File: src/rtl/mc_control.sv
// Multicycle MIPS-subset main controller.
// Moore-style control decode of the registered state, with the FETCH
// load enables gated by memory readiness and the BRANCH PC load gated by
// the ALU zero flag. Also counts retired instructions.
module mc_control #(
  parameter bit MEM_WAIT_EN = 1'b1
) (
  input  logic        clk,
  input  logic        rst,
  input  logic [5:0]  op,
  input  logic [5:0]  funct,
  input  logic        zero,
  input  logic        mem_ready,
  output logic        write_pc,
  output logic [1:0]  pcsource,
  output logic        ir_write,
  output logic        mem_read,
  output logic        mem_write,
  output logic        iord,
  output logic        reg_write,
  output logic [1:0]  reg_dst,
  output logic [1:0]  mem_to_reg,
  output logic        alu_src_a,
  output logic [1:0]  alu_src_b,
  output logic        ext_zero,
  output logic [2:0]  alu_op,
  output logic [3:0]  state,
  output logic        illegal,
  output logic [31:0] instr_count
);

  typedef enum logic [3:0] {
    S_FETCH  = 4'd0,
    S_DECODE = 4'd1,
    S_MEMADR = 4'd2,
    S_MEMRD  = 4'd3,
    S_MEMWB  = 4'd4,
    S_MEMWR  = 4'd5,
    S_EXEC   = 4'd6,
    S_RWB    = 4'd7,
    S_BRANCH = 4'd8,
    S_JUMP   = 4'd9,
    S_IEXEC  = 4'd10,
    S_IWB    = 4'd11
  } state_t;

  localparam logic [2:0] ALU_ADD = 3'b000;
  localparam logic [2:0] ALU_SUB = 3'b001;
  localparam logic [2:0] ALU_AND = 3'b010;
  localparam logic [2:0] ALU_OR  = 3'b011;
  localparam logic [2:0] ALU_SLT = 3'b100;

  state_t      state_reg;
  state_t      state_next;
  logic [31:0] count_reg;
  logic        retire;

  // With waiting disabled the memory is assumed to answer in one cycle.
  logic ready;
  assign ready = MEM_WAIT_EN ? mem_ready : 1'b1;

  // Opcode classes; IR is stable from DECODE onward, so these are only
  // meaningful in DECODE and later states.
  logic is_lw, is_sw, is_r, is_beq, is_bne, is_j, is_jal;
  logic is_addi, is_andi, is_ori;
  assign is_lw   = (op == 6'b100011);
  assign is_sw   = (op == 6'b101011);
  assign is_r    = (op == 6'b000000);
  assign is_beq  = (op == 6'b000100);
  assign is_bne  = (op == 6'b000101);
  assign is_j    = (op == 6'b000010);
  assign is_jal  = (op == 6'b000011);
  assign is_addi = (op == 6'b001000);
  assign is_andi = (op == 6'b001100);
  assign is_ori  = (op == 6'b001101);

  // R-type ALU function and funct legality.
  logic       funct_ok;
  logic [2:0] r_alu_op;
  always_comb begin
    funct_ok = 1'b1;
    r_alu_op = ALU_ADD;
    case (funct)
      6'b100000: r_alu_op = ALU_ADD;
      6'b100010: r_alu_op = ALU_SUB;
      6'b100100: r_alu_op = ALU_AND;
      6'b100101: r_alu_op = ALU_OR;
      6'b101010: r_alu_op = ALU_SLT;
      default:   funct_ok = 1'b0;
    endcase
  end

  logic op_legal;
  assign op_legal = is_lw | is_sw | (is_r & funct_ok) | is_beq | is_bne |
                    is_j | is_jal | is_addi | is_andi | is_ori;

  // Logical immediates are zero-extended; addi is sign-extended.
  logic       imm_zext;
  logic [2:0] imm_alu_op;
  assign imm_zext   = is_andi | is_ori;
  assign imm_alu_op = is_andi ? ALU_AND : (is_ori ? ALU_OR : ALU_ADD);

  // Next-state selection and retirement detection.
  always_comb begin
    state_next = S_FETCH;
    retire     = 1'b0;
    case (state_reg)
      S_FETCH:  state_next = ready ? S_DECODE : S_FETCH;
      S_DECODE: begin
        if (!op_legal)             state_next = S_FETCH;
        else if (is_lw || is_sw)   state_next = S_MEMADR;
        else if (is_r)             state_next = S_EXEC;
        else if (is_beq || is_bne) state_next = S_BRANCH;
        else if (is_j || is_jal)   state_next = S_JUMP;
        else                       state_next = S_IEXEC;
      end
      S_MEMADR: state_next = is_lw ? S_MEMRD : S_MEMWR;
      S_MEMRD:  state_next = ready ? S_MEMWB : S_MEMRD;
      S_MEMWB:  retire = 1'b1;
      S_MEMWR: begin
        state_next = ready ? S_FETCH : S_MEMWR;
        retire     = ready;
      end
      S_EXEC:   state_next = S_RWB;
      S_RWB:    retire = 1'b1;
      S_BRANCH: retire = 1'b1;
      S_JUMP:   retire = 1'b1;
      S_IEXEC:  state_next = S_IWB;
      S_IWB:    retire = 1'b1;
      default:  state_next = S_FETCH;
    endcase
  end

  // State and retired-instruction counter; reset overrides everything.
  always_ff @(posedge clk) begin
    if (rst) begin
      state_reg <= S_FETCH;
      count_reg <= 32'd0;
    end else begin
      state_reg <= state_next;
      if (retire) count_reg <= count_reg + 32'd1;
    end
  end

  assign state       = state_reg;
  assign instr_count = count_reg;

  // Per-state control decode; enables forced low while reset is held.
  always_comb begin
    write_pc   = 1'b0;
    pcsource   = 2'b00;
    ir_write   = 1'b0;
    mem_read   = 1'b0;
    mem_write  = 1'b0;
    iord       = 1'b0;
    reg_write  = 1'b0;
    reg_dst    = 2'b00;
    mem_to_reg = 2'b00;
    alu_src_a  = 1'b0;
    alu_src_b  = 2'b00;
    ext_zero   = 1'b0;
    alu_op     = ALU_ADD;
    illegal    = 1'b0;
    case (state_reg)
      S_FETCH: begin
        mem_read  = 1'b1;
        alu_src_b = 2'b01;
        ir_write  = ready;
        write_pc  = ready;
      end
      S_DECODE: begin
        alu_src_b = 2'b11;
        illegal   = ~op_legal;
      end
      S_MEMADR: begin
        alu_src_a = 1'b1;
        alu_src_b = 2'b10;
      end
      S_MEMRD: begin
        mem_read = 1'b1;
        iord     = 1'b1;
      end
      S_MEMWB: begin
        reg_write  = 1'b1;
        mem_to_reg = 2'b01;
      end
      S_MEMWR: begin
        mem_write = 1'b1;
        iord      = 1'b1;
      end
      S_EXEC: begin
        alu_src_a = 1'b1;
        alu_op    = r_alu_op;
      end
      S_RWB: begin
        reg_write = 1'b1;
        reg_dst   = 2'b01;
      end
      S_BRANCH: begin
        alu_src_a = 1'b1;
        alu_op    = ALU_SUB;
        pcsource  = 2'b01;
        write_pc  = is_beq ? zero : ~zero;
      end
      S_JUMP: begin
        pcsource = 2'b10;
        write_pc = 1'b1;
        if (is_jal) begin
          reg_write  = 1'b1;
          reg_dst    = 2'b10;
          mem_to_reg = 2'b10;
        end
      end
      S_IEXEC: begin
        alu_src_a = 1'b1;
        alu_src_b = 2'b10;
        alu_op    = imm_alu_op;
        ext_zero  = imm_zext;
      end
      S_IWB: begin
        reg_write = 1'b1;
        ext_zero  = imm_zext;
      end
      default: ;
    endcase
    if (rst) begin
      write_pc  = 1'b0;
      ir_write  = 1'b0;
      mem_read  = 1'b0;
      mem_write = 1'b0;
      reg_write = 1'b0;
      illegal   = 1'b0;
    end
  end

endmodule

File: config.mk
export PLATFORM = sky130hd
export DESIGN_NAME = mc_control
export DESIGN_NICKNAME = d
export VERILOG_FILES = /design/src/rtl/mc_control.sv
export SDC_FILE = /design/constraint.sdc
export NUM_CORES = 1
export LEC_CHECK = 0
export ABC_AREA = 1
export CAP_MARGIN = 30
export CORE_ASPECT_RATIO = 1.2
export CORE_UTILIZATION = 49
export CTS_BUF_LIST = sky130_fd_sc_hd__clkbuf_4 sky130_fd_sc_hd__clkbuf_8
export DETAILED_ROUTE_END_ITERATION = 16
export PLACE_DENSITY = 0.82
export SKIP_LAST_GASP = 1
export SYNTH_ARGS = -nofsm -noshare
export SYNTH_HDL_FRONTEND = slang
export SYNTH_SLANG_ARGS = --single-unit
File: constraint.sdc
create_clock -name clk -period 1.9 [get_ports clk]
set_input_delay 0.38 -clock clk [delete_from_list [all_inputs] [get_ports clk]]
set_output_delay 0.38 -clock clk [all_outputs]
set_load 0.03 [all_outputs]
# [Word level (Yosys, flattened, before mapping)]
# Cells that the tools add are included.
[op_classes] n_reduce_logical=13 n_bitwise=13 add_sub_neg=1 muxes=38 n_eq_ne=25
[op_table] cell="equality test 6 bit, second input constant" n=7
[op_table] cell="adder 32 x 1 -> 32 bit, second input constant" n=1
[op_table] cell="case mux 4 bit (7 select lines)" n=1
[op_table] cell="equality test 6 x 4 -> 1 bit, second input constant" n=3
[op_table] cell="2-to-1 mux 1 bit" n=17
[op_table] cell="equality test 4 x 3 -> 1 bit, second input constant" n=4
[op_table] cell="equality test 4 bit, second input constant" n=4
[op_table] cell="equality test 6 x 2 -> 1 bit, second input constant" n=2
[op_table] cell="equality test 6 x 3 -> 1 bit, second input constant" n=2
[op_table] cell="2-to-1 mux 4 bit" n=3
[op_table] cell="case mux 2 bit (2 select lines)" n=3
[op_table] cell="case mux 3 bit (4 select lines)" n=1
[op_table] cell="2-to-1 mux 2 bit" n=5
[op_table] cell="OR 1 bit" n=10
[op_table] cell="OR reduction 5 bit" n=2
[op_table] cell="2-to-1 mux 3 bit" n=3
[op_table] cell="case mux 3 bit (3 select lines)" n=1
[op_table] cell="equality test 4 x 2 -> 1 bit, second input constant" n=2
[op_table] cell="OR reduction 2 bit" n=4
[op_table] cell="zero test 6 bit" n=1
[op_table] cell="case mux 2 bit (3 select lines)" n=1
[op_table] cell="equality test 4 x 1 -> 1 bit, second input constant" n=1
[op_table] cell="zero test 4 bit" n=1
[op_table] cell="case mux 1 bit (2 select lines)" n=2
[op_table] cell="other kinds (6)" n=9
[totals] out_inout_bits=56 reg_bits=36 in_bits=16 wordCells=92

# [Logic depth before layout (Yosys ltp)]
# Gate-level depths: netlist of the first run.
[depth] depth_word=15 ltp_mapped=10 ltp_nobuf=9

# [Least setup slack after synthesis of the first run]
# No wires, ideal clock.
[synth_path] kind="register -> output" from="register state_reg[0] (netlist: state[0])" to="output port reg_write" path_stages_with_launch=7 arrival_ns=2.886 setup_slack_ns=-1.366 n_path_buf=0 t_required_ns=1.520 path_cell_list="dfxtp_1 > nand2_1 > nor2_1 > inv_1 > nor4_1 > a21oi_1 > nor2_1"
[synth_via] elab_chain_len=4 elab_cells_between_ends=7 cone_classes="4 x eq/ne; 2 x mux; 1 x reduce/logical"
[synth_lines] item="from (decl)" line_no="53" text="state_t state_reg;"
[synth_lines] item="from (signal assigned)" line_no="140" text="state_reg <= state_next;"
[synth_lines] item="equality test 4 bit / equality test 4 x 3 -> 1 bit (equally long branches)" line_no="164" text="case (state_reg)"
[synth_lines] item="OR reduction 3 bit (no source line)"
[synth_lines] item="case mux 1 bit (2 select lines) (*)" line_no="164"
[synth_lines] item="2-to-1 mux 1 bit (*)" line_no="226" text="if (rst) begin"
[synth_lines] item="to (decl)" line_no="20" text="output logic reg_write,"
# Mark *: on every way between the ends. The rest lies on a longest branch, timed or not.

# [Worst setup path after layout of the first run]
[layout_path] from="register state_reg[0] (netlist: state[0])" to="output port reg_dst[1]"
[layout_via] elab_chain_len=2 elab_cells_between_ends=3 cone_classes="2 x eq/ne; 1 x mux"
[layout_lines] item="equality test 4 bit / equality test 4 x 3 -> 1 bit (equally long branches)" line_no="164"
[layout_lines] item="case mux 2 bit (2 select lines) (*)" line_no="164"
[layout_lines] item="to (decl)" line_no="21" text="output logic [1:0] reg_dst,"
# Marked as above.

==> metrics.txt, run 1 <==
commonest non-fill, non-tap cells in the layout=107 x nand2_1, 79 x nor2_1, 70 x buf_4; Leakage=1.88 nW; WHS=0.530 ns; drt via density=5.64; post-DP HPWL=6360 um; YS warnings=0; Initial Util=0.509; Die Ht=80.2 um; Longest Clk Path Bufs=2; FMAX=467 MHz; post-synthesis sequential area ratio=0.289; post-cts hold buffer count=0; clk_skew=0.0128 ns; commonest non-fill, non-tap cell in the layout=nand2_1; die area=5390 um^2; Final min period=2.14 ns; worst path buffer plus inverter count=5; Reg clk slew, reported paths=0.08 ns; WP data arrival=1.76 ns; Crit Path Max Fanout=3; outcome=finished with violations; Placer Congestion=0.926; Largest register FFs=32; most used cell, CP=buf_6; DR iter-0 viols=307; required time of the critical path=1.52 ns; Core Util, Final=0.850; Port Buffer Count=71; CP top delay family=buffers and inverters; final net count=603; final wirelength=10,600 um; CP peak stage delay=0.37 ns; Finished Layout Cells=647; first-pass GRT wire length=14,800 um; Final Slew Violations=0; Worst Hold Class=flop to flop; number of routed nets with antenna violations=0; initial antenna violation count=0; final hold violations=0; Mapped Area=2500 um^2; Peak supply drop=0.232 mV; CORE AREA=4900 um^2; worst-path cell chain=buf_6, nand2_4, nor2_4, inv_2, buf_6, nor4_4, buf_4, buf_6; setup violators final=14; largest net degree at the start of global routing=26; Setup CP Type=flop to primary output; Tcrit/Tclk final=1.13; worst skew pair latency=0.30 ns; Syn Nets=462; DIE WIDTH=67.2 um; H-Tree Depth=2; pre-CTS WS=-0.632 ns; slowest cell on the critical path=dfxtp_4; clk root buf=clkbuf_8; Yosys reg bits=36; Slew headroom=0.736; failing checks=negative setup slack; CTS buffer count=5; DR DRC count=0; share of cells above drive strength 1=0.290; Slew @ Worst Pin=0.393 ns; vias=3,652; library cells used by synthesis=25; number of global-route vias before repair=3,374; Pwr Density=396 nW/um^2; antenna diode instance count=0; TNS Setup=-1.14 ns; max-cap violations=0; CTS Sinks=36; CP Launch Type=flop; all-layer global routing usage=0.361; Area growth syn-to-layout=66.9%; Overflow after GRT=0; unrepaired setup endpoints after global routing=true; Syn Area/Cell=5.61 um^2; DR WL/cell=16.4 um; Placed Cells=613; setup slack after layout=-0.243 ns; # rows=28; Cells after Synth=445; Initial DRT Pass Iterations=6; TritonCTS clock tree=yes; CP Capture Type=primary output; boundary pin count=72
==> per-stage QoR <==
| step | power (mW) | cell area [um^2] |
|---|---|---|
| after floorplan | 0.894 | 2600 |
| after global placement | 1.03 | 3670 |
| after detailed placement | 1.03 | 3670 |
| after CTS | 1.60 | 4030 |
| after global routing | 1.69 | 4170 |
| final | 1.65 | 4170 |
==> logic make-up after synthesis <==
logic type                 count (synthesis)  synth area share
buffers and inverters                     76             0.123
xor gates and xnor gates                   2           0.00702
adders and majority gates                  1           0.00501
DFF                                       36             0.289
AOI/OAI and AO/OA                         26            0.0546
and+or+nand+nor                          304             0.522
==> final timing paths <==
check                                                  from                     endpoint  slack [ns]  cells past startpoint
worst min-delay path            instr_count[3]$_SDFFE_PP0P_  instr_count[3]$_SDFFE_PP0P_        0.53                      2
worst max-delay path                    state[0]$_SDFF_PP0_                   reg_dst[1]       -0.24                      8
worst min register to register  instr_count[3]$_SDFFE_PP0P_  instr_count[3]$_SDFFE_PP0P_        0.53                      2
worst max register to register          state[0]$_SDFF_PP0_  instr_count[2]$_SDFFE_PP0P_        0.16                      9
==> cell type report <==
cell class,count,area (um^2)
Multi-Input combinational cell,333,1720
Timing Repair Buffer,144,1300
Sequential cell,36,736
Fill cell,318,736
Inverter,66,258
Tap cell,60,75.1
Clock buffer,5,68.8
Clock inverter,3,18.8
==> cells in the mapped netlist, drive strengths merged <==
cell | n | share of area
a21oi | 16 | 0.032
a31oi | 2 | 0.0050
and3 | 1 | 0.0025
buf | 6 | 0.018
clkbuf | 4 | 0.0060
dfxtp | 36 | 0.29
ha | 1 | 0.0050
inv | 66 | 0.099
nand2 | 117 | 0.18
nand3 | 57 | 0.12
nand4 | 15 | 0.038
nor2 | 104 | 0.17
nor3 | 6 | 0.012
nor4 | 3 | 0.0075
o211ai | 1 | 0.0030
o21ai | 6 | 0.012
o22ai | 1 | 0.0025
or2 | 1 | 0.0025
xor2 | 2 | 0.0070
==> layer usage <==
metal	wire [um]	global-route usage	up-vias	share of wire
li1	-	-	1686	-
met2	5270	0.664	223	0.50
met1	3730	0.355	1661	0.35
met3	793	0.0795	82	0.075
met5	0	0	-	0
met4	795	0.223	0	0.075
==> what timing repair did <==
action,CTS,global route
buffers inserted,22,5
setup endpoints to repair,17,26
pin swaps,16,11
resized for setup,77,37
cloned,0,0
==> power breakdown <==
part | switching [mW] | total [mW] | internal, mW
Clock | 0.299 | 0.555 | 0.256
Sequential | 0.00477 | 0.758 | 0.753
Combinational | 0.191 | 0.340 | 0.149
Total | 0.494 | 1.65 | 1.16
==> worst reg2reg max path: cells and delay by family, from the launching register on <==
family | cells | cell delay, ns
buffers and inverters | 3 | 0.41
DFF | 1 | 0.37
and+or+nand+nor | 5 | 0.64
AOI/OAI and AO/OA | 1 | 0.21
Power figures use the tool's default switching activity.
==> run 2, diff against run 1 <==
--- a/config.mk
+++ b/config.mk
@@ -11,7 +11,7 @@
 export CORE_UTILIZATION = 49
 export CTS_BUF_LIST = sky130_fd_sc_hd__clkbuf_4 sky130_fd_sc_hd__clkbuf_8
 export DETAILED_ROUTE_END_ITERATION = 16
-export PLACE_DENSITY = 0.82
+export PLACE_DENSITY = 0.8
 export SKIP_LAST_GASP = 1
 export SYNTH_ARGS = -nofsm -noshare
 export SYNTH_HDL_FRONTEND = slang
==> run 2 against run 1 <==
  * The flow still finishes with violations (negative setup slack)
  * Design area shrank 0.45%
  * Count of clock-buffer cells in the layout increased by 2
  * Setup slack gained 0.025 ns
  * Combinational power hardly changed
  * Clock power is 33% higher
  * Sequential share of layout area rose by 0.080 points
  * Power rose by 11%
  * Fmax grew 1.2%
  * Cell count decreased by 1.7%
  * Critical path depth up 1
  * Wire length down 7.3%
  * Largest power group unchanged
==> metrics.txt, run 2 (same netlist as run 1, synthesis figures left out) <==
max-cap violations=0 (unchanged); Finished Layout Cells=636 (-1.7%); share of cells above drive strength 1=0.286 (-0.00315); Slew headroom=0.735 (about the same); DR WL/cell=15.4 um (-5.7%); Worst Hold Class=flop to flop; DR DRC count=0 (unchanged); Register Area=736 um^2 (unchanged); WP data arrival=1.74 ns (-0.02 ns); Slew @ Worst Pin=0.394 ns (+0.000819 ns); multi-input logic area=1770 um^2 (+3.4%); initial antenna violation count=0 (unchanged); Largest register FFs=32 (unchanged); Area growth syn-to-layout=66.2%; worst-case reg-to-reg path depth=12 (+3); vias=3,516 (-3.7%); Tcrit/Tclk final=1.11 (-0.0132); Pwr Density=443 nW/um^2 (+12%); H-Tree Depth=2 (unchanged); filler instances=307 (-3.5%); number of global-route vias before repair=3,061 (-9.3%); unrepaired setup endpoints after global routing=true; largest net degree at the start of global routing=60 (+130%); Peak supply drop=0.383 mV (+65%); failing checks=negative setup slack; Initial DRT Pass Iterations=5 (-1); Final Slew Violations=0 (unchanged); commonest non-fill, non-tap cell in the layout=nand2_1; Longest Clk Path Bufs=2 (unchanged); Placer Congestion=0.876 (-5.5%); Initial Util=0.509 (unchanged); clk root buf=clkbuf_8; all-layer global routing usage=0.336 (-0.0255); CORE AREA=4900 um^2 (unchanged); # rows=28 (unchanged); clk_skew=0.0110 ns (-0.00186 ns); boundary pin count=72 (unchanged); die area=5390 um^2 (unchanged); CTS Sinks=36 (unchanged); total power=1.84 mW (+11%); final hold violations=0 (unchanged); worst skew pair latency=0.29 ns (about the same); Crit Path Max Fanout=3 (unchanged); Port Buffer Count=71 (unchanged); setup slack after layout=-0.218 ns (+0.0251 ns); Reg clk slew, reported paths=0.07 ns (about the same); outcome=finished with violations; Die Ht=80.2 um (unchanged); required time of the critical path=1.52 ns (about the same); Leakage=1.84 nW (-2.2%); antenna diode instance count=0 (unchanged); Core Util, Final=0.846 (-0.00383); CTS buffer count=5 (unchanged); Setup CP Type=flop to primary output; Overflow after GRT=0 (unchanged); TritonCTS clock tree=yes; first-pass GRT wire length=13,700 um (-7.1%); commonest non-fill, non-tap cells in the layout=106 x nand2_1, 79 x nor2_1, 63 x buf_4; CP Capture Type=primary output; DIE WIDTH=67.2 um (unchanged); number of routed nets with antenna violations=0 (unchanged); drt via density=5.53 (-2.1%); Placed Cells=610 (-0.49%); post-DP HPWL=5900 um (-7.2%); Final min period=2.12 ns (-0.0251 ns); final wirelength=9820 um (-7.3%); DR iter-0 viols=259 (-16%); Hold Path Depth=1 (-1); setup violators final=8 (-6); final net count=592 (-1.8%); FMAX=472 MHz (+1.2%); CP Launch Type=flop
run 2: cell types whose count changed in the layout (fill, tap and decap cells not counted), moves of 4 or more:
cell / delta
nor2_2: +4
buf_4: -7
clkbuf_2: +6
nand3_4: +4
clkdlybuf4s15_2: -4
nor2_4: -4
run 2: path summary, 6_finish.rpt:
| check | slack [ns] | end | startpoint |
|---|---|---|---|
| max reg2reg | 0.05 | instr_count[20]$_SDFFE_PP0P_ | state[0]$_SDFF_PP0_ |
| min reg2reg | 0.50 | instr_count[0]$_SDFFE_PP0P_ | instr_count[0]$_SDFFE_PP0P_ |
| max | -0.22 | reg_write | state[0]$_SDFF_PP0_ |
| min | 0.50 | instr_count[0]$_SDFFE_PP0P_ | instr_count[0]$_SDFFE_PP0P_ |
run 2: critical path, cell delays in order (launching register included):
cell and delay, ns:
dfxtp_4 0.37, buf_12 0.11, nand2_8 0.04, nor2_4 0.12
inv_2 0.06, buf_6 0.13, nor4_4 0.29, a21oi_2 0.08
nor2_4 0.12, buf_6 0.13
run 2: routing by layer:
layer	GRT usage	wire (um)	vias to the layer above
li1	-	-	1671
met1	0.350	3600	1605
met2	0.635	4990	192
met3	0.0526	584	48
met4	0.153	647	0
met5	0	0	-
run 2: what timing repair did:
item	in CTS	in global routing
setup endpoints to repair	17	16
pin swaps	16	18
gates resized for setup	55	57
hold buffers	0	0
buffers inserted	12	7
gates cloned	0	0
run 2: cell type report:
| type | count | share of cell area |
|---|---|---|
| clock buffers | 7 | 0.0232 |
| clock inverters | 1 | 0.00724 |
| inverters | 66 | 0.0630 |
| multi-input cells | 333 | 0.427 |
| flip-flops and latches | 36 | 0.177 |
| well taps | 60 | 0.0181 |
| repair buffers | 133 | 0.284 |
run 2: through the flow:
| stage | setup slack, ns | hold slack (ns) | TNS, ns | instance area [um^2] |
|---|---|---|---|---|
| after global placement | -0.603 | 0.478 | -2.35 | 3640 |
| after global routing | -0.253 | 0.551 | -0.972 | 4150 |
| after CTS | -0.190 | 0.516 | -0.507 | 3950 |
| final | -0.218 | 0.504 | -0.617 | 4150 |
| after detailed placement | -0.660 | 0.499 | -2.55 | 3640 |
| after floorplan | -0.168 | 0.601 | -0.168 | 2600 |
run 2: power breakdown:
part	switching (mW)	internal, mW
registers	0.00471	0.753
clock network	0.276	0.463
logic	0.193	0.149
total	0.474	1.37
